<file path="src/rtl/cmp_pkg.sv">
// Shared types and default widths for the comparator stream stage.
package cmp_pkg;

  typedef enum logic [1:0] {
    S_EMPTY = 2'd0,
    S_READY = 2'd1,
    S_CMP   = 2'd2
  } cmp_state_t;

  localparam int CMP_WIDTH = 8;
  localparam int CMP_CNT_W = 4;

endpackage

</file>
<file path="src/rtl/cmp_max_tracker_if.sv">
// Sample stream and result bus of cmp_max_tracker.
interface cmp_max_tracker_if #(
  parameter int WIDTH = cmp_pkg::CMP_WIDTH,
  parameter int CNT_W = cmp_pkg::CMP_CNT_W
) ();

  logic             in_valid;
  logic [WIDTH-1:0] in_data;
  logic             in_ready;
  logic [WIDTH-1:0] max_out;
  logic             max_valid;
  logic             new_max;
  logic [CNT_W-1:0] sample_cnt;
  logic [CNT_W-1:0] tie_cnt;

  modport master (
    output in_valid, in_data,
    input  in_ready, max_out, max_valid, new_max, sample_cnt, tie_cnt
  );

  modport slave (
    input  in_valid, in_data,
    output in_ready, max_out, max_valid, new_max, sample_cnt, tie_cnt
  );

endinterface

</file>
<file path="src/rtl/cmp_mag_unsigned.sv">
// Combinational unsigned magnitude comparator: eq when a==b, gt when a>b.
module cmp_mag_unsigned #(
  parameter int WIDTH = cmp_pkg::CMP_WIDTH
) (
  input  logic [WIDTH-1:0] a,
  input  logic [WIDTH-1:0] b,
  output logic             eq,
  output logic             gt
);

  assign eq = (a == b);
  assign gt = (a > b);

endmodule

</file>
<file path="src/rtl/cmp_max_tracker.sv">
// Running-maximum tracker over a valid/ready sample stream.
// Optional tie counter enabled by defining CMP_MAX_TRACKER_TIE_CNT_EN.
module cmp_max_tracker
  import cmp_pkg::*;
#(
  parameter int WIDTH = CMP_WIDTH,
  parameter int CNT_W = CMP_CNT_W
) (
  input  logic               clk,
  input  logic               rst,
  input  logic               clear,
  cmp_max_tracker_if.slave   bus
);

  localparam logic [CNT_W-1:0] CNT_MAX = {CNT_W{1'b1}};
  localparam logic [CNT_W-1:0] CNT_ONE = {{(CNT_W-1){1'b0}}, 1'b1};

  cmp_state_t       state_r;
  cmp_state_t       next_state_s;
  logic [WIDTH-1:0] max_r;
  logic [WIDTH-1:0] samp_r;
  logic             max_valid_r;
  logic             new_max_r;
  logic [CNT_W-1:0] sample_cnt_r;
  logic             in_ready_s;
  logic             load_first_s;
  logic             load_samp_s;
  logic             upd_max_s;
  logic             eq_s;
  logic             gt_s;

  cmp_mag_unsigned #(.WIDTH(WIDTH)) u_cmp (
    .a  (samp_r),
    .b  (max_r),
    .eq (eq_s),
    .gt (gt_s)
  );

  // Next-state and datapath strobes; rst/clear override everything.
  always_comb begin
    next_state_s = state_r;
    in_ready_s   = 1'b0;
    load_first_s = 1'b0;
    load_samp_s  = 1'b0;
    upd_max_s    = 1'b0;
    if (rst || clear) begin
      next_state_s = S_EMPTY;
    end else begin
      case (state_r)
        S_EMPTY: begin
          in_ready_s = 1'b1;
          if (bus.in_valid) begin
            load_first_s = 1'b1;
            next_state_s = S_READY;
          end else begin
            next_state_s = S_EMPTY;
          end
        end
        S_READY: begin
          in_ready_s = 1'b1;
          if (bus.in_valid) begin
            load_samp_s  = 1'b1;
            next_state_s = S_CMP;
          end else begin
            next_state_s = S_READY;
          end
        end
        S_CMP: begin
          // a tie must never look like a new maximum
          upd_max_s    = gt_s & ~eq_s;
          next_state_s = S_READY;
        end
        default: begin
          next_state_s = S_EMPTY;
        end
      endcase
    end
  end

  // State register.
  always_ff @(posedge clk) begin
    if (rst || clear) begin
      state_r <= S_EMPTY;
    end else begin
      state_r <= next_state_s;
    end
  end

  // Held maximum, pending sample, event pulse and saturating sample count.
  always_ff @(posedge clk) begin
    if (rst || clear) begin
      max_r        <= {WIDTH{1'b0}};
      samp_r       <= {WIDTH{1'b0}};
      max_valid_r  <= 1'b0;
      new_max_r    <= 1'b0;
      sample_cnt_r <= {CNT_W{1'b0}};
    end else begin
      new_max_r <= load_first_s | upd_max_s;
      if (load_first_s) begin
        max_r       <= bus.in_data;
        max_valid_r <= 1'b1;
      end else if (upd_max_s) begin
        max_r <= samp_r;
      end
      if (load_samp_s) begin
        samp_r <= bus.in_data;
      end
      if ((load_first_s | load_samp_s) && (sample_cnt_r != CNT_MAX)) begin
        sample_cnt_r <= sample_cnt_r + CNT_ONE;
      end
    end
  end

`ifdef CMP_MAX_TRACKER_TIE_CNT_EN
  logic             tie_s;
  logic [CNT_W-1:0] tie_cnt_r;

  assign tie_s = (state_r == S_CMP) && eq_s && !rst && !clear;

  // Saturating count of samples equal to the held maximum.
  always_ff @(posedge clk) begin
    if (rst || clear) begin
      tie_cnt_r <= {CNT_W{1'b0}};
    end else if (tie_s && (tie_cnt_r != CNT_MAX)) begin
      tie_cnt_r <= tie_cnt_r + CNT_ONE;
    end
  end

  assign bus.tie_cnt = tie_cnt_r;
`else
  assign bus.tie_cnt = {CNT_W{1'b0}};
`endif

  assign bus.in_ready   = in_ready_s;
  assign bus.max_out    = max_r;
  assign bus.max_valid  = max_valid_r;
  assign bus.new_max    = new_max_r;
  assign bus.sample_cnt = sample_cnt_r;

endmodule

</file>
<file path="src/flat_wrapper.sv">
// flat-port wrapper written by rule: the top's interface ports become plain ports
module cmp_max_tracker_flat import cmp_pkg::*;
#(
  parameter int WIDTH = CMP_WIDTH,
  parameter int CNT_W = CMP_CNT_W
)
  (clk, rst, clear, bus_in_valid, bus_in_data, bus_in_ready, bus_max_out, bus_max_valid, bus_new_max, bus_sample_cnt, bus_tie_cnt);
  cmp_max_tracker_if #(.WIDTH(WIDTH), .CNT_W(CNT_W)) bus_i ();
  input  logic clk;
  input  logic rst;
  input  logic clear;
  input wire logic [$bits(bus_i.in_valid)-1:0] bus_in_valid;
  input wire logic [$bits(bus_i.in_data)-1:0] bus_in_data;
  output wire logic [$bits(bus_i.in_ready)-1:0] bus_in_ready;
  output wire logic [$bits(bus_i.max_out)-1:0] bus_max_out;
  output wire logic [$bits(bus_i.max_valid)-1:0] bus_max_valid;
  output wire logic [$bits(bus_i.new_max)-1:0] bus_new_max;
  output wire logic [$bits(bus_i.sample_cnt)-1:0] bus_sample_cnt;
  output wire logic [$bits(bus_i.tie_cnt)-1:0] bus_tie_cnt;
  assign bus_i.in_valid = bus_in_valid;
  assign bus_i.in_data = bus_in_data;
  assign bus_in_ready = bus_i.in_ready;
  assign bus_max_out = bus_i.max_out;
  assign bus_max_valid = bus_i.max_valid;
  assign bus_new_max = bus_i.new_max;
  assign bus_sample_cnt = bus_i.sample_cnt;
  assign bus_tie_cnt = bus_i.tie_cnt;
  cmp_max_tracker #(.WIDTH(WIDTH), .CNT_W(CNT_W)) u_core (.clk(clk), .rst(rst), .clear(clear), .bus(bus_i));
endmodule
</file>
<file path="config.mk">
export PLATFORM = sky130hd
export DESIGN_NAME = cmp_max_tracker_flat
export DESIGN_NICKNAME = d
export VERILOG_FILES = /design/src/rtl/cmp_pkg.sv /design/src/rtl/cmp_max_tracker_if.sv /design/src/rtl/cmp_mag_unsigned.sv /design/src/rtl/cmp_max_tracker.sv /design/src/flat_wrapper.sv
export SDC_FILE = /design/constraint.sdc
export NUM_CORES = 1
export LEC_CHECK = 0
export BUFFER_PORTS_ARGS = -buffer_cell sky130_fd_sc_hd__buf_2
export CORE_ASPECT_RATIO = 1.4
export CORE_UTILIZATION = 30
export CTS_CLUSTER_SIZE = 16
export DETAILED_ROUTE_END_ITERATION = 12
export SYNTH_ARGS = -nofsm -noshare
export SYNTH_HDL_FRONTEND = slang
export SYNTH_SLANG_ARGS = --single-unit
</file>
<file path="constraint.sdc">
create_clock -name clk -period 3.1 [get_ports clk]
set_clock_uncertainty 0.05 [all_clocks]
set_input_delay 0.31 -clock clk [delete_from_list [all_inputs] [get_ports clk]]
set_output_delay 0.31 -clock clk [all_outputs]
set_load 0.005 [all_outputs]
</file>
## Word-level counts from Yosys, hierarchy flattened

Cells that the tools add are included.

- Magnitude comparators: 1
- Equality and inequality tests: 4
- Bitwise logic cells: 4
- Reduce and logical (&&, ||, !) cells: 5
- Add/sub/neg operators: 1
- Muxes and demuxes: 14

Operators with widths:

| operator | number |
|---|---|
| two-way mux 8 bit | 2 |
| two-way mux 1 bit | 10 |
| == test 8 bit | 1 |
| greater-than comparator 8 bit | 1 |
| one-hot mux 2 bit (3 select lines) | 1 |
| adder 4 x 1 -> 4 bit (second input constant) | 1 |
| inequality test 4 bit (second input constant) | 1 |
| == test 2 x 1 -> 1 bit (second input constant) | 1 |
| == test 2 bit (second input constant) | 1 |
| zero test 2 bit | 1 |
| two-way mux 2 bit | 1 |
| OR 1 bit | 2 |
| nonzero test 2 bit | 1 |
| OR reduction 2 bit | 1 |
| bitwise AND 1 bit | 1 |
| logical AND 1 bit | 1 |
| logical OR 1 bit | 1 |
| inverter 1 bit | 1 |

- Register bits: 24
- Input port bits: 12
- Output and inout bits: 19

## Logic depth before layout (Yosys ltp)

Gate-level depths: netlist (run 1).

- Depth after elaboration: 7
- Mapped depth: 8
- Depth with buffers taken out: 7

## Hierarchy

From an unflattened synthesis (run 1), not the netlist that was laid out.

- Cell total of the unflattened synthesis: 156
- Area, all modules: 1302.5 µm²

Modules (own cells, without submodules):

| module | area each (µm²) | cells each | instances | sequential area each (µm²) |
|---|---|---|---|---|
| cmp_max_tracker | 1082.3 | 128 | 1 | 480.5 |
| cmp_mag_unsigned | 220.2 | 28 | 1 | 0.0 |

## Worst setup path before layout (run 1)

OpenSTA, ideal clock, no wires.

- Path kind: register -> register
- From: register u_core.max_r[1], in the netlist u_core.bus.max_out[1]
- To: register u_core.max_r[7], in the netlist u_core.bus.max_out[7]
- Stages on the path, launching flop included: 9
- Period minus slack after synthesis: 1.731 ns
- Arrival: 1.613 ns
- Slack: 1.369 ns
- Path buffers: 1
- Path through: dfxtp_1 inv_1 ha_1 nor2b_1 o211ai_1 a21oi_4 or2_1 buf_6 a21oi_4

- Cells in the longest elaborated chain, start to end: 6
- Elaborated cells on any way between the ends: 7

RTL lines:

| item | RTL line | RTL |
|---|---|---|
| from (decl) | cmp_max_tracker.sv:20 | `logic [WIDTH-1:0] max_r;` |
| from (signal assigned) | cmp_max_tracker.sv:92 | `max_r <= {WIDTH{1'b0}};` |
| from (signal assigned) | cmp_max_tracker.sv:100 | `max_r <= bus.in_data;` |
| from (signal assigned) | cmp_max_tracker.sv:103 | `max_r <= samp_r;` |
| parallel branches: the longest is 2 deep, another holds greater-than comparator 8 bit | -- |  |
| bitwise AND 1 bit * | cmp_max_tracker.sv:70 | `upd_max_s = gt_s & ~eq_s;` |
| two-way mux 1 bit * | cmp_max_tracker.sv:49 | `case (state_r)` |
| two-way mux 1 bit * | cmp_max_tracker.sv:46 | `if (rst \|\| clear) begin` |
| nonzero test 2 bit (no line) * | -- |  |

Mark *: on every way between the ends.
A chain may end at the register's enable or synchronous reset.

## Worst setup path in the final report (run 1)

- From: register u_core.max_r[7], in the netlist u_core.bus.max_out[7]
- To: register u_core.max_r[0], in the netlist u_core.bus.max_out[0]

Same word-level chain as after synthesis.

==> out/metrics.json, run 1 <==
{
  "routedWlPerCell": {"value": 12.2, "unit": "µm"},
  "critical_path_peak_fanout": {"value": 9},
  "yosysSeqAreaShare": {"value": 0.367},
  "dp_worst_setup_slack": {"value": 1.04, "unit": "ns"},
  "place.port_buffers": {"value": 26},
  "antenna_cells": {"value": 0},
  "number_of_buffers_created_by_cts": {"value": 3},
  "num_rows": {"value": 28},
  "power_leakage": {"value": 0.734, "unit": "nW"},
  "postCtsHoldBufs": {"value": 0},
  "synth_area_in_simple_gates": {"value": 0.147},
  "clk_pin_slew_worst_paths": {"value": 0.08, "unit": "ns"},
  "nets": {"value": 177},
  "cellPowerDensity": {"value": 375, "unit": "nW/µm²"},
  "synth.top_cell.area_share": {"value": 0.367},
  "report.final.slew_viol_count": {"value": 0},
  "setup.worst_path.start_class": {"value": "flop"},
  "clkSinkCount": {"value": 24},
  "cts_max_level": {"value": 1},
  "hold_viol_final": {"value": 0},
  "drc": {"value": 1},
  "layout_min_cycle_time": {"value": 2.08, "unit": "ns"},
  "layout-area-overhead-vs-synth": {"value": 12.5, "unit": "%"},
  "num_vias": {"value": 951},
  "gp_congestion": {"value": 0.701},
  "clk_root_buffer_cell": {"value": "sky130_fd_sc_hd__clkbuf_8"},
  "start_util": {"value": 0.311},
  "finalSetupViolations": {"value": 0},
  "synth_area": {"value": 1310, "unit": "µm²"},
  "critPathKind": {"value": "reg2reg"},
  "grt_pass1_vias": {"value": 930},
  "route.antenna.remaining_nets": {"value": 0},
  "slew-limit-headroom": {"value": 0.590},
  "synthCells": {"value": 131},
  "number_of_antenna_violations_at_the_first_check_in_global_routing": {"value": 0},
  "ys_top_cells_by_area": {"value": "sky130_fd_sc_hd__dfxtp_1 (37%), sky130_fd_sc_hd__mux2i_1 (13%), sky130_fd_sc_hd__ha_1 (8.6%), sky130_fd_sc_hd__a21oi_2 (4.7%), sky130_fd_sc_hd__o31ai_1 (4.6%)"},
  "timing.critical_path.from": {"value": "u_core.bus.max_out[7]$_SDFFE_PN0P_"},
  "synth_async_sr_flop_share": {"value": 0},
  "timing.hold.worst.class": {"value": "in2reg"},
  "globalRouteOverflowTotal": {"value": 0},
  "core_area": {"value": 4200, "unit": "µm²"},
  "cts_repair_resize_count": {"value": 0},
  "die-area": {"value": 4630, "unit": "µm²"},
  "post-cts-setup-buffers": {"value": 0},
  "yosysWarnings": {"value": 0},
  "drt-total-wl": {"value": 2.42, "unit": "mm"},
  "clock_latency": {"value": 0.26, "unit": "ns"},
  "postSynthRegisterBits": {"value": 24},
  "design_area": {"value": 1470, "unit": "µm²"},
  "worst_setup_path_end_kind": {"value": "flop"},
  "largest_vdd_supply_drop": {"value": 220, "unit": "µV"},
  "dpl_cell_area": {"value": 1430, "unit": "µm²"},
  "yosys.cell_types.count": {"value": 33},
  "wire_length_of_the_first_global_routing_pass": {"value": 4.11, "unit": "mm"},
  "worstMarginPinSlew": {"value": 0.613, "unit": "ns"},
  "chipWidth": {"value": 57.8, "unit": "µm"},
  "first_drt_pass_iteration_count": {"value": 7},
  "synth-edff-count": {"value": 0},
  "post_synth_xor_area_fraction": {"value": 0.0268},
  "hpwlAfterDp": {"value": 1.90, "unit": "mm"},
  "period_share": {"value": 0.670},
  "pin_count_of_the_biggest_net_entering_global_routing": {"value": 14},
  "biggest_area_consumer_among_synthesized_cells": {"value": "sky130_fd_sc_hd__dfxtp_1"},
  "ioPinCount": {"value": 31},
  "critPathSlowestCell": {"value": "sky130_fd_sc_hd__or2_1"},
  "synth_fa_ha_area_frac": {"value": 0.0860},
  "timing.critical_path.required": {"value": 3.18, "unit": "ns"},
  "detail_route.vias_per_cell": {"value": 4.78},
  "dominantRegCellSynth": {"value": "sky130_fd_sc_hd__dfxtp_1"},
  "tritoncts": {"value": "built"},
  "worst_path_largest_cell_delay": {"value": 0.46, "unit": "ns"},
  "synth.mux.area_fraction": {"value": 0.130},
  "critical_path.n_buffers_inverters": {"value": 1},
  "deepest_clock_path_buffer_count": {"value": 2},
  "status": {"value": "finished with violations"},
  "setup_repair_after_global_routing_missed_its_margin": {"value": "false"},
  "hold_start": {"value": "bus_in_data[6]"},
  "crit_path_cell_trace": {"value": "inv_1 -> ha_1 -> and4_1 -> nand3_1 -> a21oi_4 -> or2_1 -> a21oi_2"},
  "failed_checks": {"value": "design-rule violations"},
  "dominant_combinational_cell_family_by_area_after_synthesis": {"value": "compound AO/OA/AOI/OAI gates"},
  "critical_path_s_top_delay_family": {"value": "simple AND/OR/NAND/NOR gates"},
  "final_layout_size_suffix_gt1_frac": {"value": 0.286},
  "post-route-worst-setup-slack": {"value": 1.02, "unit": "ns"},
  "timing.rr.start": {"value": "u_core.bus.max_out[7]$_SDFFE_PN0P_"},
  "timing.critical_path.arrival": {"value": 2.16, "unit": "ns"},
  "max_cap_viol_count": {"value": 0},
  "filler_cell_count": {"value": 439},
  "finalSetupTns": {"value": 0, "unit": "ns"},
  "totalPowerFinal": {"value": 552, "unit": "µW"},
  "grt.total_usage": {"value": 0.117},
  "drt_iter0_drc": {"value": 22},
  "synth_compound_gate_area_share": {"value": 0.157},
  "average_cell_area_after_synthesis": {"value": 9.99, "unit": "µm²"},
  "fmax": {"value": 0.481, "unit": "GHz"},
  "die_h": {"value": 80.2, "unit": "µm"}
}
## tightest hold or removal path: stages
cell and delay [ns]:
sky130_fd_sc_hd__buf_2 0.09, sky130_fd_sc_hd__mux2i_1 0.06, sky130_fd_sc_hd__nor2_1 0.07
## flip-flops by register name, indices dropped and copies added (netlist names)
| name | cells |
|---|---|
| u_core.samp_r | 8 |
| u_core.bus.max_out | 8 |
| u_core.bus.max_valid | 1 |
| u_core.state_r | 2 |
| u_core.bus.new_max | 1 |
| u_core.bus.sample_cnt | 4 |
## worst paths after layout
| check | to | slack [ns] | depth (start not counted) |
|---|---|---|---|
| worst max-delay path | u_core.bus.max_out[0]$_SDFFE_PN0P_ | 1.02 | 7 |
| worst min-delay path | u_core.samp_r[6]$_SDFFE_PN0P_ | 0.25 | 3 |
| worst max register to register | u_core.bus.max_out[0]$_SDFFE_PN0P_ | 1.02 | 7 |
| worst min register to register | u_core.bus.max_valid$_SDFFE_PN0P_ | 0.40 | 2 |
## per-layer routing
metal	global-route usage	part of all wire	wire (µm)
met1	0.132	0.44	1060
met2	0.206	0.51	1240
met3	0.0225	0.038	93
met4	0.0571	0.0095	23
met5	0	0	0
## cells by family (layout without fill, tap and decap cells)
group,count (synthesis),in the layout
DFF,24,24
adders and majority gates,9,9
xor gates and xnor gates,4,4
other,1,4
AOI/OAI and AO/OA,24,24
and+or+nand+nor,34,34
buffers and inverters,18,38
muxes,17,17
## area by class of cell
type / count / area, µm² / area share
multi-input combinational: 92 / 731 / 0.496
sequential: 24 / 480 / 0.326
timing repair buffer: 26 / 130 / 0.0884
tap: 45 / 56.3 / 0.0382
clock buffer: 3 / 41.3 / 0.0280
inverter: 9 / 33.8 / 0.0229
## metrics by stage
step,cells,hold slack [ns],util
2_1_floorplan,134,0.389,-
3_3_place_gp,196,0.385,0.340
3_5_place_dp,196,0.390,0.340
4_1_cts,199,0.243,0.350
5_1_grt,199,0.243,0.350
6_report,199,0.248,0.350
## synth_stat cells (all sizes together) (2+ instances only)
master	n
buf	8
o21ai	2
ha	9
dfxtp	24
a21oi	12
nand3	4
or2	2
o31ai	8
xor2	3
nand2	4
mux2i	17
inv	9
nor2	16
nand4	3
## power breakdown
| group | switching (mW) | internal [mW] | total [mW] | leakage [nW] |
|---|---|---|---|---|
| Combinational | 0.0330 | 0.0233 | 0.0562 | 0.519 |
| Clock | 0.0919 | 0.0867 | 0.179 | 0.0216 |
| Sequential | 0.00401 | 0.313 | 0.317 | 0.194 |
| Total | 0.129 | 0.423 | 0.552 | 0.734 |
## cells in the final DEF, fill, tap and decap left out, types with 2 or more instances in the layout
cell type,n
sky130_fd_sc_hd__nand4_1,3
sky130_fd_sc_hd__a21oi_4,2
sky130_fd_sc_hd__dfxtp_1,24
sky130_fd_sc_hd__nand2_1,4
sky130_fd_sc_hd__ha_1,9
sky130_fd_sc_hd__buf_2,26
sky130_fd_sc_hd__conb_1,4
sky130_fd_sc_hd__o31ai_1,8
sky130_fd_sc_hd__nor2_1,15
sky130_fd_sc_hd__a21oi_1,3
sky130_fd_sc_hd__xor2_1,3
sky130_fd_sc_hd__mux2i_1,17
sky130_fd_sc_hd__a21oi_2,7
sky130_fd_sc_hd__nand3_1,3
sky130_fd_sc_hd__inv_1,9
sky130_fd_sc_hd__clkbuf_8,3
Power figures use the tool's default switching activity.
==> run 2, diff against run 1 <==
- ABC_AREA: unset -> 1
- clock period: 3.1 -> 1.8 ns (I/O delays scaled with it)
==> run 2 against run 1 <==
The flow now finishes without violations; global-route usage grew 0.63 points; register-to-register slack lost 0.84 ns; synthesized area grew 1.5%; clock-buffer cell count grew 1; combinational power grew 92%; worst setup slack lost 0.84 ns; sequential share of layout area shrank 1.4 points; design area grew 4.3%; cell count grew 35%; sequential cell count is the same; critical endpoint is now u_core.bus.max_out[3]$_SDFFE_PN0P_; largest cell class unchanged; largest power group unchanged.
==> out/metrics.json, run 2 <==
{
  "status": {"value": "finished, final reports clean"},
  "top_post_synthesis_cells_by_count": {"value": "sky130_fd_sc_hd__nand2_1 (32), sky130_fd_sc_hd__inv_1 (28), sky130_fd_sc_hd__dfxtp_1 (24)"},
  "synth_compound_gate_area_share": {"value": 0.155},
  "nets": {"value": 231},
  "postSynthRegisterBits": {"value": 24},
  "grt_pass1_vias": {"value": 1084},
  "synthCells": {"value": 185},
  "most_used_standard_cell_by_instance_count_after_synthesis": {"value": "sky130_fd_sc_hd__nand2_1"},
  "yosysSeqAreaShare": {"value": 0.362},
  "report.final.slew_viol_count": {"value": 0},
  "placed_cells_incl_taps": {"value": 265},
  "drc": {"value": 0},
  "num_rows": {"value": 28},
  "path_common_cell": {"value": "sky130_fd_sc_hd__nand2_1"},
  "number_of_buffers_created_by_cts": {"value": 3},
  "clk_root_buffer_cell": {"value": "sky130_fd_sc_hd__clkbuf_8"},
  "critical_path_peak_fanout": {"value": 17},
  "place.port_buffers": {"value": 26},
  "gp_congestion": {"value": 0.770},
  "globalRouteOverflowTotal": {"value": 0},
  "m1WireLength": {"value": 1.14, "unit": "mm"},
  "pin_count_of_the_biggest_net_entering_global_routing": {"value": 35},
  "cellPowerDensity": {"value": 666, "unit": "nW/µm²"},
  "cell_internal_pwr": {"value": 777, "unit": "µW"},
  "drt_iter0_drc": {"value": 28},
  "synth-edff-count": {"value": 0},
  "finalSetupTns": {"value": 0, "unit": "ns"},
  "hpwlAfterDp": {"value": 1.82, "unit": "mm"},
  "hold_viol_final": {"value": 0},
  "met3RoutedLength": {"value": 99, "unit": "µm"},
  "layout_commonest_cell": {"value": "sky130_fd_sc_hd__nand2_1"},
  "max_cap_viol_count": {"value": 0},
  "clkSinkCount": {"value": 24},
  "post_synth_xor_area_fraction": {"value": 0},
  "tritoncts": {"value": "built"},
  "switching_power": {"value": 246, "unit": "µW"},
  "worst_path_largest_cell_delay": {"value": 0.34, "unit": "ns"},
  "period_share": {"value": 0.897},
  "filler_cell_count": {"value": 477},
  "clock_latency": {"value": 0.27, "unit": "ns"},
  "regToRegSetupSlack": {"value": 0.19, "unit": "ns"},
  "biggest_area_consumer_among_synthesized_cells": {"value": "sky130_fd_sc_hd__dfxtp_1"},
  "synth.top_cell.area_share": {"value": 0.362},
  "die_h": {"value": 80.7, "unit": "µm"},
  "deepest_clock_path_buffer_count": {"value": 2},
  "critPathSlowestCell": {"value": "sky130_fd_sc_hd__dfxtp_1"},
  "wire_length_of_the_first_global_routing_pass": {"value": 4.51, "unit": "mm"},
  "timing.hold.worst.class": {"value": "in2reg"},
  "met2_wirelength": {"value": 1.21, "unit": "mm"},
  "totalPowerFinal": {"value": 1.02, "unit": "mW"},
  "pwr-share-clk": {"value": 0.361},
  "setup.worst_path.start_class": {"value": "flop"},
  "grt.total_usage": {"value": 0.123},
  "clk_pin_slew_worst_paths": {"value": 0.09, "unit": "ns"},
  "die-area": {"value": 4700, "unit": "µm²"},
  "finalSetupViolations": {"value": 0},
  "worst_setup_path_end_kind": {"value": "flop"},
  "drt-total-wl": {"value": 2.48, "unit": "mm"},
  "antenna_cells": {"value": 0},
  "number_of_antenna_violations_at_the_first_check_in_global_routing": {"value": 0},
  "postCtsHoldBufs": {"value": 0},
  "core_area": {"value": 4240, "unit": "µm²"},
  "route.antenna.remaining_nets": {"value": 0},
  "average_cell_area_after_synthesis": {"value": 7.18, "unit": "µm²"},
  "final_layout_size_suffix_gt1_frac": {"value": 0.196},
  "synth.mux.area_fraction": {"value": 0},
  "layout_min_cycle_time": {"value": 1.61, "unit": "ns"},
  "first_drt_pass_iteration_count": {"value": 4},
  "dominant_combinational_cell_family_by_area_after_synthesis": {"value": "simple AND/OR/NAND/NOR gates"},
  "layout-area-overhead-vs-synth": {"value": 15.6, "unit": "%"},
  "fmax": {"value": 0.620, "unit": "GHz"},
  "synth_fa_ha_area_frac": {"value": 0.0847},
  "start_util": {"value": 0.313},
  "detail_route.vias_per_cell": {"value": 4.26},
  "cts_max_level": {"value": 1},
  "finalNonFillerCells": {"value": 269},
  "synth_area": {"value": 1330, "unit": "µm²"},
  "timing.critical_path.required": {"value": 1.91, "unit": "ns"},
  "timing.critical_path.arrival": {"value": 1.73, "unit": "ns"},
  "ioPinCount": {"value": 31},
  "yosys.cell_types.count": {"value": 23},
  "setup_repair_after_global_routing_missed_its_margin": {"value": "false"},
  "combinationalPowerShare": {"value": 0.106},
  "yosysWarnings": {"value": 0},
  "routedWlPerCell": {"value": 9.23, "unit": "µm"},
  "power.switching_fraction": {"value": 0.240},
  "ys_top_cells_by_area": {"value": "sky130_fd_sc_hd__dfxtp_1 (36%), sky130_fd_sc_hd__nand2_1 (9.0%), sky130_fd_sc_hd__ha_1 (8.5%), sky130_fd_sc_hd__inv_1 (7.9%), sky130_fd_sc_hd__a21oi_1 (7.5%)"},
  "num_vias": {"value": 1145},
  "post-cts-setup-buffers": {"value": 0},
  "synth_async_sr_flop_share": {"value": 0},
  "dominantRegCellSynth": {"value": "sky130_fd_sc_hd__dfxtp_1"},
  "chipWidth": {"value": 58.2, "unit": "µm"},
  "critPathKind": {"value": "reg2reg"},
  "power_frac_seq": {"value": 0.533},
  "commonest_cells_after_routing_fill_and_taps_aside": {"value": "sky130_fd_sc_hd__nand2_1 (32), sky130_fd_sc_hd__inv_1 (28), sky130_fd_sc_hd__buf_2 (26)"},
  "synth_area_in_simple_gates": {"value": 0.250},
  "power_leakage": {"value": 0.794, "unit": "nW"},
  "largest_vdd_supply_drop": {"value": 234, "unit": "µV"},
  "crit_path_cell_trace": {"value": "inv_1 -> ha_1 -> nand2_1 -> nor2_1 -> nand2_1 -> nand2_1 -> nand2_4 -> a21oi_1 -> nor2_1"},
  "dr.max_layer_used": {"value": "met4"}
}
[run 2: changes by cell type in the layout (fill, tap and decap cells not counted), moves of 6 or more]
| cell | delta |
|---|---|
| sky130_fd_sc_hd__a21oi_1 | +17 |
| sky130_fd_sc_hd__a21oi_2 | -6 |
| sky130_fd_sc_hd__o21ai_1 | +8 |
| sky130_fd_sc_hd__o31ai_1 | -8 |
| sky130_fd_sc_hd__mux2i_1 | -17 |
| sky130_fd_sc_hd__inv_1 | +19 |
| sky130_fd_sc_hd__o21ai_0 | +9 |
| sky130_fd_sc_hd__nand2_1 | +28 |
| sky130_fd_sc_hd__nand3_1 | +9 |
[run 2: area by class of cell]
cell class                 count  area, µm²  area share
inverter                      29        109      0.0708
tap                           60       75.1      0.0489
clock buffer                   4       55.1      0.0358
timing repair buffer          28        145      0.0945
multi-input combinational    124        672       0.437
sequential                    24        480       0.313
[run 2: logic make-up (layout without fill, tap and decap cells)]
group,Yosys count,in the layout
other cells,1,4
flops,24,24
simple gates,71,71
buf+inv,40,61
compound gates,40,40
fa+ha+maj,9,9
[run 2: path summary, 6_finish.rpt]
| path | startpoint | depth (start not counted) | to |
|---|---|---|---|
| worst max-delay path | u_core.bus.max_out[7]$_SDFFE_PN0P_ | 9 | u_core.bus.max_out[3]$_SDFFE_PN0P_ |
| worst min-delay path | bus_in_data[4] | 3 | u_core.samp_r[4]$_SDFFE_PN0P_ |
| worst max register to register | u_core.bus.max_out[7]$_SDFFE_PN0P_ | 9 | u_core.bus.max_out[3]$_SDFFE_PN0P_ |
| worst min register to register | u_core.bus.max_valid$_SDFFE_PN0P_ | 2 | u_core.bus.max_valid$_SDFFE_PN0P_ |
[run 2: layer usage]
layer | global-route usage | vias to the layer above
met5 | 0 | -
met4 | 0.0500 | 0
met3 | 0.0271 | 2
met2 | 0.216 | 23
met1 | 0.143 | 490
li1 | - | 630
[run 2: metrics by stage]
step	cell area (µm²)	setup slack, ns	utilization	hold slack, ns
floorplan	1340	0.248	-	0.278
global placement	1480	0.135	0.348	0.386
detailed placement	1480	0.142	0.348	0.394
CTS	1530	0.109	0.361	0.101
global route	1540	0.0220	0.362	0.107
finish	1540	0.186	0.362	0.105
[run 2: power groups by stage]
stage / sequential (mW) / combinational (mW) / clock (mW)
after floorplan: 0.558 / 0.0840 / 0
after global placement: 0.557 / 0.109 / 0
after detailed placement: 0.558 / 0.109 / 0
after CTS: 0.545 / 0.109 / 0.385
after global routing: 0.547 / 0.127 / 0.408
final: 0.545 / 0.108 / 0.369
[run 2: timing repair]
item                                   4_1_cts  5_1_grt
endpoints found under the hold margin        0        0
setup endpoints to repair                    0        8
gates resized for setup                      0        1
[run 2: worst max-delay path: cells and delay by family (launching register included)]
| kind | cells | cell delay (ns) |
|---|---|---|
| and+or+nand+nor | 6 | 0.60 |
| buffers and inverters | 1 | 0.06 |
| AOI/OAI and AO/OA | 1 | 0.17 |
| adders and majority gates | 1 | 0.29 |
| DFF | 1 | 0.34 |
